==> src/rtl/id_ex_reg.sv <==
// Decode-to-execute pipeline register with hold, jump flush bubbles and optional
// operand forwarding (enable with `define ID_EX_FWD_EN).
module id_ex_reg #(
    parameter int unsigned FLUSH_CYCLES = 2,
    parameter logic [31:0] NOP_INST     = 32'h0000_0013
) (
    input  logic        i_clk,
    input  logic        i_reset,
    input  logic        i_valid,
    input  logic [31:0] i_pc_addr,
    input  logic [31:0] i_inst_data,
    input  logic [4:0]  i_reg1_addr,
    input  logic [4:0]  i_reg2_addr,
    input  logic [31:0] i_reg1_data,
    input  logic [31:0] i_reg2_data,
    input  logic [4:0]  i_regd_addr,
    input  logic [31:0] i_imm_data,
    input  logic [15:0] i_ctrl,
    input  logic        i_hold_flag,
    input  logic        i_jump_flag,
    input  logic        i_wb_we,
    input  logic [4:0]  i_wb_addr,
    input  logic [31:0] i_wb_data,
    output logic        o_valid,
    output logic [31:0] o_pc_addr,
    output logic [31:0] o_inst_data,
    output logic [31:0] o_reg1_data,
    output logic [31:0] o_reg2_data,
    output logic [4:0]  o_regd_addr,
    output logic [31:0] o_imm_data,
    output logic [15:0] o_ctrl,
    output logic        o_flushing
);

    localparam logic [2:0] FlushReload = 3'(FLUSH_CYCLES - 1);

    // Asserts asynchronously, releases two clocks after i_reset rises.
    logic [1:0] rst_sync_q;
    logic       rst_n;

    always_ff @(posedge i_clk or negedge i_reset) begin
        if (!i_reset) begin
            rst_sync_q <= 2'b00;
        end else begin
            rst_sync_q <= {rst_sync_q[0], 1'b1};
        end
    end

    assign rst_n = rst_sync_q[1];

    logic [31:0] reg1_sel;
    logic [31:0] reg2_sel;

`ifdef ID_EX_FWD_EN
    always_comb begin
        reg1_sel = i_reg1_data;
        reg2_sel = i_reg2_data;
        if (i_wb_we && (i_wb_addr != 5'd0) && (i_wb_addr == i_reg1_addr)) begin
            reg1_sel = i_wb_data;
        end
        if (i_wb_we && (i_wb_addr != 5'd0) && (i_wb_addr == i_reg2_addr)) begin
            reg2_sel = i_wb_data;
        end
    end
`else
    logic unused_fwd;
    assign unused_fwd = ^{i_reg1_addr, i_reg2_addr, i_wb_we, i_wb_addr, i_wb_data};
    assign reg1_sel   = i_reg1_data;
    assign reg2_sel   = i_reg2_data;
`endif

    logic        valid_d, valid_q;
    logic [31:0] pc_d, pc_q;
    logic [31:0] inst_d, inst_q;
    logic [31:0] reg1_d, reg1_q;
    logic [31:0] reg2_d, reg2_q;
    logic [4:0]  regd_d, regd_q;
    logic [31:0] imm_d, imm_q;
    logic [15:0] ctrl_d, ctrl_q;
    logic [2:0]  cnt_d, cnt_q;
    logic        flushing_q;
    logic        bubble;

    always_comb begin
        valid_d = valid_q;
        pc_d    = pc_q;
        inst_d  = inst_q;
        reg1_d  = reg1_q;
        reg2_d  = reg2_q;
        regd_d  = regd_q;
        imm_d   = imm_q;
        ctrl_d  = ctrl_q;
        cnt_d   = cnt_q;
        bubble  = 1'b0;

        if (i_jump_flag) begin
            bubble = 1'b1;
            cnt_d  = FlushReload;
        end else if (cnt_q != 3'd0) begin
            bubble = 1'b1;
            cnt_d  = cnt_q - 3'd1;
        end else if (i_hold_flag) begin
            bubble = 1'b0;
        end else if (!i_valid) begin
            bubble = 1'b1;
        end else begin
            valid_d = 1'b1;
            pc_d    = i_pc_addr;
            inst_d  = i_inst_data;
            reg1_d  = reg1_sel;
            reg2_d  = reg2_sel;
            regd_d  = i_regd_addr;
            imm_d   = i_imm_data;
            ctrl_d  = i_ctrl;
        end

        // A bubble keeps pc so execute still sees the last fetched address.
        if (bubble) begin
            valid_d = 1'b0;
            inst_d  = NOP_INST;
            reg1_d  = 32'd0;
            reg2_d  = 32'd0;
            regd_d  = 5'd0;
            imm_d   = 32'd0;
            ctrl_d  = 16'h0000;
        end
    end

    always_ff @(posedge i_clk or negedge rst_n) begin
        if (!rst_n) begin
            valid_q    <= 1'b0;
            pc_q       <= 32'd0;
            inst_q     <= NOP_INST;
            reg1_q     <= 32'd0;
            reg2_q     <= 32'd0;
            regd_q     <= 5'd0;
            imm_q      <= 32'd0;
            ctrl_q     <= 16'h0000;
            cnt_q      <= 3'd0;
            flushing_q <= 1'b0;
        end else begin
            valid_q    <= valid_d;
            pc_q       <= pc_d;
            inst_q     <= inst_d;
            reg1_q     <= reg1_d;
            reg2_q     <= reg2_d;
            regd_q     <= regd_d;
            imm_q      <= imm_d;
            ctrl_q     <= ctrl_d;
            cnt_q      <= cnt_d;
            flushing_q <= (cnt_d != 3'd0);
        end
    end

    assign o_valid     = valid_q;
    assign o_pc_addr   = pc_q;
    assign o_inst_data = inst_q;
    assign o_reg1_data = reg1_q;
    assign o_reg2_data = reg2_q;
    assign o_regd_addr = regd_q;
    assign o_imm_data  = imm_q;
    assign o_ctrl      = ctrl_q;
    assign o_flushing  = flushing_q;

endmodule

==> config.mk <==
export PLATFORM = sky130hd
export DESIGN_NAME = id_ex_reg
export DESIGN_NICKNAME = d
export VERILOG_FILES = /design/src/rtl/id_ex_reg.sv
export SDC_FILE = /design/constraint.sdc
export NUM_CORES = 1
export LEC_CHECK = 0
export CELL_PAD_IN_SITES_DETAIL_PLACEMENT = 1
export CELL_PAD_IN_SITES_GLOBAL_PLACEMENT = 1
export CORE_AREA = 2 2 163 165
export CTS_CLUSTER_DIAMETER = 80
export DETAILED_ROUTE_END_ITERATION = 8
export DIE_AREA = 0 0 165 167
export PLACE_DENSITY_LB_ADDON = 0.1
export SYNTH_ARGS = -nofsm -noshare
export SYNTH_HDL_FRONTEND = slang
export SYNTH_SLANG_ARGS = --single-unit
==> constraint.sdc <==
create_clock -name i_clk -period 12.2 [get_ports i_clk]
set_input_delay 1.22 -clock i_clk [delete_from_list [all_inputs] [get_ports i_clk]]
set_output_delay 1.22 -clock i_clk [all_outputs]
set_load 0.02 [all_outputs]
==> results_dict.tcl <==
set metrics [dict create \
    status "complete, no violations" \
    seqCellArea_um2 4710 \
    std_cell_rows 59 \
    yosysTopAreaCell "dfrtp_1" \
    slew_headroom 0.194 \
    fp.dieH_um 167 \
    antenna_left 0 \
    cts-root-buf "clkbuf_16" \
    internal_power_mw 1.22 \
    cts_resized 0 \
    whs_ns 0.358 \
    syn-num-nets 663 \
    dp_hpwl_um 15800 \
    cellLeakagePower_nw 4.87 \
    antenna_found_initial 1 \
    period_minus_slack_ns 4.04 \
    max_freq_mhz 248 \
    clock_latency_ns 0.42 \
    slowest_delay_ns 1.01 \
    worstSetupPathType "in -> reg" \
    peakVddDrop_mv 0.0893 \
    yosys_warnings 0 \
    cts_tree "built" \
    async_flop_share 1.00 \
    synth_area_per_cell_um2 16.0 \
    cp_slowest_cell "and3b_4" \
    crit_required_ns 12.55 \
    pwr-share-comb 0.267 \
    fin_skew_ns 0.0133 \
    setup-violations-final 0 \
    ys_seq_elements 188 \
    clk_pin_slew_worst_paths_ns 0.08 \
    worst_slew_pin_slew_ns 1.21 \
    drt-total-wl_um 22400 \
    crit_chain "clkdlybuf4s50_1, nor3b_2, and3b_4, buf_4, a22o_1" \
    vias 5232 \
    pwr-share-clk 0.307 \
    synthAdderAreaFrac 0.00367 \
    first_pass_iters 4 \
    routed_via_density 4.63 \
    gr-total-overflow 0 \
    grt.total_usage 0.162 \
    drtIter0Drc 243 \
    coreArea_um2 25800 \
    synth.distinct_cells 27 \
    io_pins 417 \
    yosysMostFrequentCell "dfrtp_1" \
    numCtsBuffers 17 \
    htree_levels 4 \
    start_util 0.264 \
    synth-main-ff-cell "dfrtp_1" \
    pre_cts_ws_ns 7.74 \
    place.gp.congestion 0.743 \
    worstSetupStartpointType "input port" \
    grt_pass1_vias 5681 \
    io_buffers 368 \
    routedWlPerCell_um 19.8 \
    hold_buffers 0 \
    synth_top_family_by_area "compound AO/OA/AOI/OAI gates" \
    fin_nets 1018 \
    ys_top_cells_by_count "dfrtp_1 (185), a22o_1 (146), mux2_2 (32), buf_2 (18), buf_6 (14)" \
    layout_setup_ws_ns 8.16 \
    postSynthCellCount 427 \
    dieArea_um2 27600 \
    synth_compound_area_frac 0.195 \
    end_kind "register" \
    synth_edf_count 0 \
    dp.cells 1098 \
    drive_gt1_frac 0.0931 \
    synth.cell_area_um2 6810 \
    yosys.area_share.simple 0.0118 \
    p_per_area_nw_per_um2 156 \
    slew_violations 0 \
    multi_input_area_um2 1820 \
    die_w_um 165 \
    period_share 0.331 \
    syn2layout_area_growth_pct 65.0 \
    p_switching_mw 0.533 \
    hp-class "reg -> reg" \
    fillerInstances 2635 \
    seqPwrFrac 0.426 \
    clock_path_buffers 2 \
    p_sw_frac 0.303 \
    grt_start_max_net_pins 108 \
    post-cts-setup-buffers 0 \
    clkSinkCount 188 \
    finalHoldViolCount 0 \
    synthTopCellsByArea "dfrtp_1 (68%), a22o_1 (19%), mux2_2 (5.3%)" \
    muxShareOfSynthArea 0.0544 \
    synth_xor_xnor_area_share 0.00129 \
    grt_pass1_wl_um 34100 \
    worstPathArrival_ns 4.39 \
    rsz0062_at_grt "false" \
    cap_violations 0 \
    crit_fanout 95 \
    yosysTopAreaCellShare 0.680 \
    instances_no_fill 1131 \
    ys_seq_area_frac 0.691 \
    post-route-drc-count 0 \
    fin_setup_tns_ns 0 \
]
## sequential cells by signal, summed over array words and instances (netlist names)
signal,cells
o_imm_data,32
o_inst_data,32
o_pc_addr,32
o_reg1_data,32
o_reg2_data,32
o_ctrl,16
o_regd_addr,5
cnt_q,3
rst_sync_q,2
o_flushing,1
o_valid,1
## power groups by stage
| stage | Combinational [mW] | Clock (mW) | Sequential, mW |
|---|---|---|---|
| detailed placement | 0.476 | 0 | 0.761 |
| global route | 0.496 | 0.589 | 0.760 |
| floorplan | 0.124 | 0 | 0.855 |
| finish | 0.469 | 0.539 | 0.748 |
| global placement | 0.468 | 0 | 0.756 |
| CTS | 0.478 | 0.562 | 0.750 |
## cell type report
type	count	share of cell area
sequential	188	0.419
timing repair buffer	372	0.330
multi-input combinational	201	0.162
clock buffer	20	0.0398
tap	335	0.0373
clock inverter	12	0.0102
inverter	2	0.000668
antenna	1	0.000223
## kinds of logic (layout without fill, tap and decap cells)
family,count (synthesis),after routing
flip-flops,188,188
other,1,2
AND/OR/NAND/NOR,12,12
multiplexers,33,33
XOR/XNOR,1,1
AO/OA/AOI/OAI,152,152
adder cells (fa/ha/maj),2,2
buffers and inverters,38,406
## cell usage in the layout (no fill, tap or decap), drive strengths merged, types with 2 or more instances in the layout
cell type,synthesis,routed
dfstp,3,3
nand2b,2,2
mux2,32,32
clkbuf,1,20
o22a,3,3
buf,35,4
ha,2,2
a22o,146,146
nor2,3,3
clkinv,0,2
dfrtp,185,185
clkdlybuf4s50,0,368
inv,2,12
## through the flow
stage | total power, mW | utilization | cell area [um^2]
after CTS | 1.79 | 0.436 | 11200
after detailed placement | 1.24 | 0.414 | 10700
after floorplan | 0.979 | - | 6810
final | 1.76 | 0.436 | 11200
after global placement | 1.22 | 0.414 | 10700
after global routing | 1.85 | 0.436 | 11200
## final timing paths
path                                from            end  slack, ns  depth (start not counted)
hold reg to reg            rst_sync_q[0]  rst_sync_q[1]       0.36                          0
setup reg to reg                cnt_q[0]     o_ctrl[11]       8.71                          6
max in group asynchronous  rst_sync_q[1]  o_imm_data[3]      10.34                          1
setup / recovery             i_jump_flag     o_ctrl[11]       8.16                          5
min in group asynchronous  rst_sync_q[1]      o_ctrl[1]       0.40                          0
hold / removal             rst_sync_q[0]  rst_sync_q[1]       0.36                          0
## per-layer routing
layer | wire [um] | global-route usage | part of all wire
met4 | 487 | 0.0514 | 0.022
met5 | 0 | 0 | 0
met3 | 1600 | 0.0513 | 0.072
met2 | 11800 | 0.287 | 0.53
met1 | 8480 | 0.185 | 0.38
## critical path, delay by kind of cell
family	cells	cell delay, ns
buffers and inverters	2	1.41
AND/OR/NAND/NOR	2	1.32
AO/OA/AOI/OAI	1	0.26
Note: power is estimated with default switching activity, not from simulation.
